`src/rtl/serial_adder.sv`:
```
// Bit-serial adder: one full-adder slice plus carry flop, LSB first, start/busy/done handshake.
// Latency: WIDTH cycles from the accepted start edge to done; one operation per WIDTH+2 cycles.
// Backpressure: none; start is only sampled in IDLE and is ignored (not queued) otherwise.
module serial_adder #(
  parameter int WIDTH = 8
) (
  input  logic             clk,
  input  logic             rst,
  input  logic             start,
  input  logic [WIDTH-1:0] a,
  input  logic [WIDTH-1:0] b,
  input  logic             cin,
  output logic             busy,
  output logic             done,
  output logic [WIDTH-1:0] sum,
  output logic             cout,
  output logic             ovf
);

  localparam int CW = $clog2(WIDTH + 1);
  localparam logic [CW-1:0] LAST = CW'(WIDTH - 1);

  typedef enum logic [1:0] {
    IDLE = 2'd0,
    RUN  = 2'd1,
    DONE = 2'd2
  } state_t;

  state_t state, state_nxt;

  logic [WIDTH-1:0] sa, sb, acc;
  logic             cy;
  logic             cm;
  logic [CW-1:0]    cnt;

  logic s_bit, c_bit, last_bit;

  // Single full-adder slice working on the current LSBs and the running carry.
  always_comb begin
    s_bit    = sa[0] ^ sb[0] ^ cy;
    c_bit    = (sa[0] & sb[0]) | (sa[0] & cy) | (sb[0] & cy);
    last_bit = (cnt == LAST);
  end

  // State register.
  always_ff @(posedge clk) begin
    if (rst) state <= IDLE;
    else     state <= state_nxt;
  end

  // Next-state and handshake outputs.
  always_comb begin
    state_nxt = state;
    busy      = 1'b0;
    done      = 1'b0;
    case (state)
      IDLE: if (start) state_nxt = RUN;
      RUN: begin
        busy = 1'b1;
        if (last_bit) state_nxt = DONE;
      end
      DONE: begin
        done      = 1'b1;
        state_nxt = IDLE;
      end
      default: state_nxt = IDLE;
    endcase
  end

  // Datapath: operand capture, bit-serial shifting and result load on the final bit.
  always_ff @(posedge clk) begin
    if (rst) begin
      sa   <= '0;
      sb   <= '0;
      acc  <= '0;
      cy   <= 1'b0;
      cm   <= 1'b0;
      cnt  <= '0;
      sum  <= '0;
      cout <= 1'b0;
      ovf  <= 1'b0;
    end else begin
      case (state)
        IDLE: begin
          if (start) begin
            sa  <= a;
            sb  <= b;
            cy  <= cin;
            cnt <= '0;
            acc <= '0;
          end
        end
        RUN: begin
          acc <= {s_bit, acc[WIDTH-1:1]};
          sa  <= {1'b0, sa[WIDTH-1:1]};
          sb  <= {1'b0, sb[WIDTH-1:1]};
          cy  <= c_bit;
          cnt <= cnt + 1'b1;
          if (last_bit) begin
            // cy here is the carry into the MSB slice; overflow compares it with the carry out.
            cm   <= cy;
            sum  <= {s_bit, acc[WIDTH-1:1]};
            cout <= c_bit;
            ovf  <= cy ^ c_bit;
          end
        end
        default: ;
      endcase
    end
  end

  // While done is high the overflow flag must equal carry-into-MSB XOR carry-out.
  ovf_consistent: assert property (@(posedge clk) disable iff (rst)
    (state == DONE) |-> (ovf == (cm ^ cout)));

endmodule

```
`config.mk`:
```
export PLATFORM = sky130hd
export DESIGN_NAME = serial_adder
export DESIGN_NICKNAME = d
export VERILOG_FILES = /design/src/rtl/serial_adder.sv
export SDC_FILE = /design/constraint.sdc
export NUM_CORES = 1
export LEC_CHECK = 0
export CAP_MARGIN = 20
export CORE_MARGIN = 5
export CORE_UTILIZATION = 30
export CTS_BUF_LIST = sky130_fd_sc_hd__clkbuf_8 sky130_fd_sc_hd__clkbuf_16
export DETAILED_ROUTE_END_ITERATION = 10
export PLACE_DENSITY = 0.59
export RECOVER_POWER = 100
export SYNTH_ARGS = -nofsm -noshare
export SYNTH_HDL_FRONTEND = slang
export SYNTH_SLANG_ARGS = --single-unit
```
`constraint.sdc`:
```
create_clock -name clk -period 3.7 [get_ports clk]
set_input_delay 0.37 -clock clk [delete_from_list [all_inputs] [get_ports clk]]
set_output_delay 0.37 -clock clk [all_outputs]
set_load 0.005 [all_outputs]
```
==> results.json, run 1 <==
{
  "outcome": "complete, no violations",
  "synth_cells": 218,
  "place.gp.congestion": 0.745,
  "fin_area_um2": 2290,
  "diodes": 0,
  "grt_pass1_vias": 1544,
  "slew_violations": 0,
  "synth_edf_count": 0,
  "cts.path.max_buffers": 2,
  "hold_path.class": "reg2reg",
  "period_share_pct": 64.0,
  "skew_ns": 0.00710,
  "crit_type": "reg2out",
  "grt_use_total_pct": 11.8,
  "dpl.hpwl_um": 2730,
  "drc": 0,
  "cts_max_level": 2,
  "max_slew_margin_pct": 23.8,
  "synth_flop_cell": "dfxtp_1",
  "ys_async_sr_fraction_pct": 0,
  "clk_pin_slew_worst_paths_ns": 0.08,
  "overflow": 0,
  "crit_path_cell_trace": "nand2b_1 > inv_1 > dlygate4sd3_1",
  "ios": 32,
  "cts_tree": "built",
  "clock_latency_ns": 0.30,
  "rsz0062_at_grt": "no",
  "io_buffers": 31,
  "yosysTopAreaCell": "dfxtp_1",
  "wirelength_um": 4360,
  "setup_tns_ns": 0,
  "firstDrtPassIters": 4,
  "final_cell_mix": "dfxtp_1 (40), a21oi_1 (39), nor2_1 (29), clkdlybuf4s50_1 (18), inv_1 (16)",
  "n_fill_cell": 616,
  "synth-seq-area-share_pct": 44.0,
  "worstPathMaxFanout": 22,
  "startpoint_type": "flop",
  "cp_data_required_time_ns": 3.33,
  "yosys.area.top_type_share_pct": 44.0,
  "final_nets": 264,
  "p_per_area_nw_per_um2": 425,
  "crit_arrival_ns": 2.00,
  "rows": 28,
  "cts-root-buf": "clkbuf_8",
  "syn_area_um2": 1820,
  "synth.area.top_cells": "dfxtp_1 (44%), a21oi_1 (11%), o221a_2 (8.7%), nor2_1 (6.0%), buf_2 (3.3%)",
  "cellLeakagePower_uw": 0.000877,
  "clock.fmax_mhz": 423,
  "grt_first_pass_wirelength_um": 7300,
  "yosysWarnings": 0,
  "fin_crit_ns": 2.37,
  "postRouteAntennaNets": 0,
  "cts_buffers": 5,
  "core_area_um2": 5920,
  "synth_cell_types": 30,
  "irDropWorstVdd_mv": 0.200,
  "cts_setup_buffers": 0,
  "cp_slowest_stage_delay_ns": 0.83,
  "syn_avg_cell_area_um2": 8.36,
  "worstMarginPinSlew_ns": 1.14,
  "fin_util_pct": 38.7,
  "synth-seq-cells": 40,
  "antenna_found_initial": 0,
  "syn-num-nets": 240,
  "vias": 1579,
  "crit_slowest_cell": "dfxtp_1",
  "dieArea_um2": 7730,
  "cts_hold_buf": 0,
  "clock_sinks": 40,
  "setup_viol": 0,
  "finalHoldViolCount": 0,
  "vias_per_cell": 4.97,
  "dieWidth_um": 87.9,
  "layout-drive-gt1-share_pct": 11.1,
  "finalPower_uw": 973,
  "initial_core_util_pct": 30.8,
  "avgRoutedWirePerCell_um": 13.7,
  "drt_iter0_markers": 145,
  "placed_area_um2": 2170,
  "drv_cap": 0,
  "final_common_cell": "dfxtp_1",
  "grt_max_degree": 30,
  "chipHeight_um": 87.9,
  "endpoint_kind": "primary output",
  "cts_resized": 0,
  "holdWs_ns": 0.478,
  "areaGrowthSynthToFinish_pct": 25.6
}
[critical path, delay by kind of cell (launching register included)]
kind	cells	cell delay, ns
buffers and inverters	2	0.68
flip-flops	1	0.83
AND/OR/NAND/NOR	1	0.18
[synth_stat cells, drive strengths merged (2+ instances only)]
cell,number
nand2,3
inv,16
o221a,14
clkbuf,5
nand2b,3
a211oi,2
buf,14
nand3,11
o22a,4
nor2,29
o22ai,2
a22oi,8
o21ai,9
nor2b,5
dfxtp,40
a21oi,39
nor3,2
[flip-flops by register name, summed over array words and instances, names as in the netlist]
signal / flops
acc: 7
cnt: 4
cout: 1
cy: 1
ovf: 1
sa: 8
sb: 8
state: 2
sum: 8
[path summary, 6_finish.rpt]
check,start,end,slack [ns],depth (start not counted)
worst min-delay path,sum[4]$_SDFFE_PP0P_,sum[4]$_SDFFE_PP0P_,0.48,2
worst max register to register,state[0]$_SDFFE_PP0P_,ovf$_SDFFE_PP0P_,1.39,5
worst min register to register,sum[4]$_SDFFE_PP0P_,sum[4]$_SDFFE_PP0P_,0.48,2
worst max-delay path,state[0]$_SDFFE_PP0P_,busy,1.33,3
[kinds of logic after synthesis]
group | after synthesis | share of synthesized area [%]
and+or+nand+nor | 58 | 15.0
xor gates and xnor gates | 1 | 0.481
AOI/OAI and AO/OA | 81 | 29.8
adders and majority gates | 2 | 1.79
DFF | 40 | 44.0
buffers and inverters | 35 | 8.45
muxes | 1 | 0.549
[power breakdown]
group / switching [µW] / internal (µW)
Clock: 155 / 238
Combinational: 52.4 / 57.6
Sequential: 20.0 / 449
Total: 228 / 745
[area by class of cell]
cell class | instances | area (µm²) | area share [%]
repair buffers | 36 | 340 | 14.9
inverters | 16 | 60.1 | 2.62
multi-input cells | 143 | 867 | 37.9
clock inverters | 1 | 30.0 | 1.31
well taps | 75 | 93.8 | 4.10
flip-flops and latches | 40 | 801 | 35.0
clock buffers | 7 | 96.3 | 4.21
[stage by stage]
step,instances,setup WS [ns]
floorplan,218,2.46
global placement,310,1.64
detailed placement,310,1.60
CTS,318,1.35
global route,318,1.17
finish,318,1.33
[metal layers]
metal  global-route usage (%)  vias up  wire [µm]
met3                     2.73        8        238
met5                        0        -          0
met1                     16.1      717       2120
met2                     18.0       33       1930
li1                         -      821          -
met4                     5.02        0         71
No activity file was read; power rests on OpenSTA's default activity.
==> run 2, diff against run 1 <==
==> constraint.sdc (replaced) <==
create_clock -name clk -period 2.3 [get_ports clk]
set_input_delay 0.23 -clock clk [delete_from_list [all_inputs] [get_ports clk]]
set_output_delay 0.23 -clock clk [all_outputs]
set_load 0.005 [all_outputs]
==> results.json, run 2 (synthesized netlist as in run 1, its figures left out) <==
{
  "crit_path_cell_trace": "dlygate4sd3_1 > clkbuf_1 > a21oi_1 > o221a_2",
  "antenna_found_initial": 0,
  "grt_first_pass_wirelength_um": 7430,
  "finalPower_uw": 1430,
  "startpoint_type": "primary input",
  "core_area_um2": 5920,
  "io_buffers": 31,
  "grt_use_total_pct": 12.3,
  "drc": 0,
  "place.gp.congestion": 0.697,
  "outcome": "complete, no violations",
  "rsz0062_at_grt": "no",
  "cellLeakagePower_uw": 0.000884,
  "cts_buffers": 5,
  "grt_pass1_vias": 1566,
  "clock_latency_ns": 0.29,
  "overflow": 0,
  "drv_cap": 0,
  "diodes": 0,
  "largestRegisters": "sa (8), sb (8), sum (8)",
  "worstPathMaxFanout": 24,
  "n_fill_cell": 613,
  "skew_ns": 0.00372,
  "initial_core_util_pct": 30.8,
  "place_ws_ns": 0.659,
  "final_common_cell": "dfxtp_1",
  "clk_pin_slew_worst_paths_ns": 0.08,
  "finalHoldViolCount": 0,
  "dpl.hpwl_um": 2880,
  "p_per_area_nw_per_um2": 625,
  "ios": 32,
  "max_slew_margin_pct": 35.6,
  "fin_crit_ns": 1.95,
  "postRouteAntennaNets": 0,
  "final_cell_mix": "dfxtp_1 (40), a21oi_1 (39), nor2_1 (29), clkdlybuf4s50_1 (18), inv_1 (16)",
  "cts-root-buf": "clkbuf_8",
  "firstDrtPassIters": 4,
  "cts_tree": "built",
  "fin_ws_ns": 0.349,
  "cts_hold_buf": 0,
  "drt_iter0_markers": 55,
  "clock.fmax_mhz": 513,
  "cp_slowest_stage_delay_ns": 0.76,
  "cts_resized": 0,
  "cts_max_level": 2,
  "crit_type": "in2reg",
  "dp.cells": 314,
  "setup_tns_ns": 0,
  "clock_sinks": 40,
  "slew_violations": 0,
  "final_nets": 268,
  "avgRoutedWirePerCell_um": 13.7,
  "dieWidth_um": 87.9,
  "cts_setup_buffers": 0,
  "crit_slowest_cell": "clkbuf_1",
  "chipHeight_um": 87.9,
  "dieArea_um2": 7730,
  "cp.buffers_inverters": 2,
  "vias": 1585,
  "rows": 28,
  "cp_data_required_time_ns": 2.49,
  "instances_no_fill": 322,
  "grt_max_degree": 35,
  "layout-drive-gt1-share_pct": 12.1,
  "endpoint_kind": "flop",
  "hold_path.class": "reg2reg",
  "cts.path.max_buffers": 2,
  "areaGrowthSynthToFinish_pct": 25.8,
  "wirelength_um": 4400,
  "critPathTopFamily": "buffers and inverters",
  "crit_arrival_ns": 2.14,
  "worstMarginPinSlew_ns": 0.966,
  "setup_viol": 0,
  "irDropWorstVdd_mv": 0.343,
  "vias_per_cell": 4.92,
  "period_share_pct": 84.8
}
[run 2: cell types whose count changed in the layout (fill, tap and decap cells not counted), sizes merged]
| cell | change |
|---|---|
| buf | +2 |
| bufinv | -1 |
| clkbuf | +1 |
| clkinv | +2 |
[run 2: worst register-to-register path, stage by stage (launching register included)]
cell and delay [ns]:
dfxtp_1 0.54, nand2b_1 0.13, clkbuf_2 0.36, or3_1 0.44
a31oi_1 0.16
[run 2: cell type report]
type | count | area, µm² | share of cell area, %
flip-flops and latches | 40 | 801 | 35.0
repair buffers | 40 | 377 | 16.4
inverters | 16 | 60.1 | 2.62
clock inverters | 2 | 10.0 | 0.437
multi-input cells | 143 | 867 | 37.8
well taps | 75 | 93.8 | 4.10
clock buffers | 6 | 82.6 | 3.60
[run 2: path summary, 6_finish.rpt]
kind | start | endpoint | slack [ns] | depth (start not counted)
setup / recovery | start | sa[5]$_SDFFE_PP0P_ | 0.35 | 4
hold reg to reg | acc[1]$_SDFFE_PP0P_ | sum[0]$_SDFFE_PP0P_ | 0.48 | 2
hold / removal | acc[1]$_SDFFE_PP0P_ | sum[0]$_SDFFE_PP0P_ | 0.48 | 2
setup reg to reg | state[0]$_SDFFE_PP0P_ | cnt[3]$_SDFFE_PP0P_ | 0.60 | 4
[run 2: stage by stage]
step                      util [%]  hold slack, ns  area [µm²]
after floorplan                  -           0.414        1820
after global placement        37.4           0.463        2210
after detailed placement      37.4           0.464        2210
after CTS                     38.9           0.481        2300
after global routing          38.7           0.508        2290
final                         38.7           0.479        2290
[run 2: per-layer routing]
| metal | global-route usage [%] | up-vias | part of all wire [%] |
|---|---|---|---|
| li1 | - | 831 | - |
| met1 | 16.7 | 718 | 49 |
| met4 | 3.77 | 0 | 0.61 |
| met3 | 2.92 | 5 | 5.1 |
| met5 | 0 | - | 0 |
| met2 | 19.2 | 31 | 45 |
[run 2: report_power, final]
group | switching, µW | internal (µW)
sequential | 28.1 | 723
clock | 252 | 240
combinational | 90.8 | 97.9
==> variant 1: new RTL, flow settings as in run 2 <==
Change the parameter `WIDTH` from 8 to 16.
--- a/src/rtl/serial_adder.sv
+++ b/src/rtl/serial_adder.sv
@@ -3,5 +3,5 @@
 // Backpressure: none; start is only sampled in IDLE and is ignored (not queued) otherwise.
 module serial_adder #(
-  parameter int WIDTH = 8
+  parameter int WIDTH = 16
 ) (
   input  logic             clk,
Interface: changed (resized a, b and sum); port bits go from 32 to 56. The function was not compared with the original's and may differ.
==> variant 1 against run 2 <==
  * Wire length rose by 64%
  * First-iteration DRC count rose to 2.8 times the old value
  * Critical path type is now reg -> out
  * Via count rose by 52%
  * Final area rose by 68%
  * Area after synthesis rose by 72%
  * Total power rose by 96%
  * Register-to-register slack got worse by 390 ps
  * Setup slack got worse by 200 ps
  * Sequential cell count rose by 33
==> variant 1: results (changes against run 2) <==
[setup_path]
crit_fanout=15  ; -38%
slowest_stage=dfxtp_1
r2r_end=sum[12]
max_stage_delay_ps=690  ; -70 ps
regToRegSetupSlack_ps=210  ; -390 ps

[power]
ir_worst_vdd_mv=0.280  ; -18%
p_int_mw=2.11  ; +99%

[clock_tree]
cts_made_buffers=9  ; +4
clock_latency_ps=340  ; +50 ps

[timing]
max_slew.worst_pin.slew_ps=951  ; -15.4 ps
fin_crit_sh=0.935  ; +0.0863
worst_hold_slack_ps=254  ; -226 ps

[yosys]
avgSynthCellArea_sq_um=10.2  ; +22%
ys_top_cells_by_count=dfxtp_1, nor2_1, a211oi_2
ys_top_cells_by_area=dfxtp_1, a211oi_2, nor2_1

[layout]
instances_no_fill=495  ; +54%
fillers=1063  ; +73%
finalNetCount=393  ; +47%

[drt]
wl_met2_mm=3.21  ; +61%
met3_length_um=290  ; +28%

[grt]
grt_pass1_vias=2375  ; +52%

[placement]
place_area_sq_mm=0.00372  ; +68%
dp_hpwl_mm=4.75  ; +65%

[worst_hold_path]
hp-start=rst

[run_status]
status=completed

==> variant 1: final cells by class <==
| class | instances | area share |
|---|---|---|
| sequential | 73 | 0.379 |
| clock inverter | 6 | 0.0230 |
| tap | 136 | 0.0441 |
| clock buffer | 10 | 0.0357 |
| inverter | 4 | 0.00389 |
| timing repair buffer | 64 | 0.157 |
| multi-input combinational | 202 | 0.358 |
==> variant 1: worst max path at each step <==
stage,start,cells past startpoint,end
finish,state[0],3,busy
global route,state[0],3,busy
CTS,state[0],3,busy
detailed placement,state[0],3,sa[5]
global placement,cnt[0],6,sum[12]
floorplan,cnt[0],7,cout
==> variant 1: cell families after synthesis <==
| kind of cell | Yosys count |
|---|---|
| compound gates | 107 |
| simple gates | 91 |
| flops | 73 |
| buf+inv | 33 |
| fa+ha+maj | 3 |
| xor+xnor | 1 |
==> variant 1: routing by layer <==
| layer | GRT usage | vias to the layer above |
|---|---|---|
| met4 | 0.0288 | 0 |
| met1 | 0.167 | 1135 |
| met5 | 0 | - |
| met2 | 0.170 | 50 |
| met3 | 0.0377 | 5 |
| li1 | - | 1216 |
==> variant 1: worst max-delay path: cells and delay by family (launching register included) <==
kind                   cells  cell delay (ps)
buffers and inverters      2              770
flip-flops                 1              690
AND/OR/NAND/NOR            1              120
==> variant 1: power groups by stage <==
| stage | sequential (mW) | combinational (mW) | clock [mW] |
|---|---|---|---|
| 4_1_cts | 1.36 | 0.336 | 1.18 |
| 2_1_floorplan | 1.38 | 0.248 | 0 |
| 3_3_place_gp | 1.39 | 0.329 | 0 |
| 3_5_place_dp | 1.39 | 0.335 | 0 |
| 6_report | 1.36 | 0.311 | 1.14 |
| 5_1_grt | 1.37 | 0.346 | 1.23 |
==> variant 2: new RTL, settings of run 2 <==
Without the edit above. Re-encode `state_t` (3 states) as one-hot, 3 bits wide.
--- a/src/rtl/serial_adder.sv
+++ b/src/rtl/serial_adder.sv
@@ -21,8 +21,8 @@
   localparam logic [CW-1:0] LAST = CW'(WIDTH - 1);
 
-  typedef enum logic [1:0] {
-    IDLE = 2'd0,
-    RUN  = 2'd1,
-    DONE = 2'd2
+  typedef enum logic [2:0] {
+    IDLE = 3'b001,
+    RUN  = 3'b010,
+    DONE = 3'b100
   } state_t;
 
Behaviour: no difference found for any inputs over 10 cycles, from zero or initial values and one cycle with rst high; not proved beyond that.
==> variant 2 against run 2 <==
  * Largest cell class is now registers
  * Count of clock-buffer cells in the layout shrank 1
  * Sequential share of layout area grew 2.7 points
  * Setup slack lost 150 ps
  * Wire length shrank 8.1%
  * Area after synthesis shrank 1.5%
  * Total power shrank 3.7%
  * Final area shrank 4.8%
  * Sequential cell count grew 1
==> variant 2: results (changes against run 2) <==
[drt]
drt_first_pass_iters=4  ; unchanged
via_count=1517  ; -4.3%
wire_per_inst_um=13.3  ; -2.6%
drtIter0Drc=97  ; +76%

[power]
ir_worst_vdd_mv=0.192  ; -44%
leakage_nw=0.779  ; -12%

[layout]
drive_gt1_frac=0.0786  ; -0.0429
finalNetCount=250  ; -6.7%
diodes=0  ; unchanged
reg_top3=sa: 8 flops, sb: 8 flops, sum: 8 flops

[grt]
grtUsageTotal=0.109  ; -0.0133
grt_pass1_wl_mm=6.70  ; -9.9%
grt_max_degree=42  ; +20%
grt_use_met1=0.144  ; -0.0233
grtUsageMet2=0.167  ; -0.0253
grt_pass1_vias=1418  ; -9.5%
use_met3=0.0369  ; +0.00773
antenna_found_initial=0  ; unchanged

[yosys]
yosys.area.top_type=dfxtp_1
yosysSeqAreaShare=0.457  ; +0.0179
ys_top_cells_by_count=dfxtp_1, nand2_1, a21oi_1
ys_top_cells_by_area=dfxtp_1, nand2_1, a311oi_2
synth-async-reset-ratio=0  ; unchanged
synth_fp_nets=225  ; -6.3%
ys_warn_count=0  ; unchanged
ys_types=28  ; -6.7%

[clock_tree]
cts_setup_buffers=0  ; unchanged
clock_path_buffers=2  ; unchanged
htreeDepth=2  ; unchanged
clockRootBuffer=clkbuf_8
clock_latency_ps=290  ; about the same
ctsResizeCount=0  ; unchanged
clk_transition_reported_paths_ps=80  ; about the same
cts_made_buffers=5  ; unchanged

[worst_hold_path]
hp-class=reg -> reg
holdPathStages=2  ; unchanged

[timing]
max_slew.worst_pin.slew_ps=867  ; -99.9 ps
finalClockSkew_ps=5.07  ; +1.35 ps

[placement]
place_area_sq_mm=0.00214  ; -3.1%
io_buffers=31  ; unchanged
dp_hpwl_mm=2.53  ; -12%
gp_congestion=0.676  ; -3.0%

[setup_path]
r2r_cells=5  ; +1
cp.arrival_ps=1880  ; -260 ps
crit_fanout=31  ; +29%

[run_status]
status=completed

variant 2: cell count changes after synthesis, moves of 7 or more:
cell / run 2 / this run
a21oi_1: 39 / 21
a22oi_1: 8 / 0
buf_2: 12 / 5
inv_1: 16 / 0
o221a_2: 14 / 0
a311oi_1: 1 / 10
nand3_1: 11 / 19
nor2_1: 29 / 1
nand2_1: 3 / 39
a311oi_2: 0 / 8
nor3_1: 2 / 18
variant 2: logic make-up after synthesis:
kind of cell / Yosys count / synth area share
AO/OA/AOI/OAI: 49 / 0.204
adder cells (fa/ha/maj): 2 / 0.0181
XOR/XNOR: 1 / 0.00488
multiplexers: 2 / 0.0112
AND/OR/NAND/NOR: 87 / 0.231
buffers and inverters: 21 / 0.0732
flip-flops: 41 / 0.457
variant 2: path summary, 6_finish.rpt:
path	startpoint	end	slack [ps]
min reg2reg	acc[5]	acc[4]	470
max reg2reg	state[1]	sb[2]	310
min	acc[5]	acc[4]	470
max	state[1]	busy	190
variant 2: report_power, final:
part / total (mW) / leakage (nW) / switching, mW / internal (mW)
Combinational: 0.170 / 0.396 / 0.0864 / 0.0832
Clock: 0.445 / 0.0491 / 0.239 / 0.206
Sequential: 0.764 / 0.334 / 0.0212 / 0.743
variant 2: area by class of cell:
cell class	count	area [sq um]
fillers	601	3670
flip-flops and latches	41	821
multi-input cells	141	820
repair buffers	38	357
well taps	75	93.8
clock buffers	5	68.8
clock inverters	3	13.8
inverters	1	8.76
variant 2: metal layers:
| layer | share of wire | vias to the layer above |
|---|---|---|
| li1 | - | 779 |
| met1 | 0.50 | 712 |
| met4 | 0.015 | 0 |
| met3 | 0.052 | 5 |
| met2 | 0.43 | 21 |
| met5 | 0 | - |
variant 2: metrics by stage:
stage,instances,setup WS [ps]
final,304,195
after global routing,304,124
after detailed placement,296,492
after floorplan,203,830
after global placement,296,508
after CTS,304,169
variant 2: critical path, cell delays in order, from the launching register on:
cell,delay [ps]
dfxtp_1,400
or3b_1,430
clkinv_4,200
clkdlybuf4s50_1,550
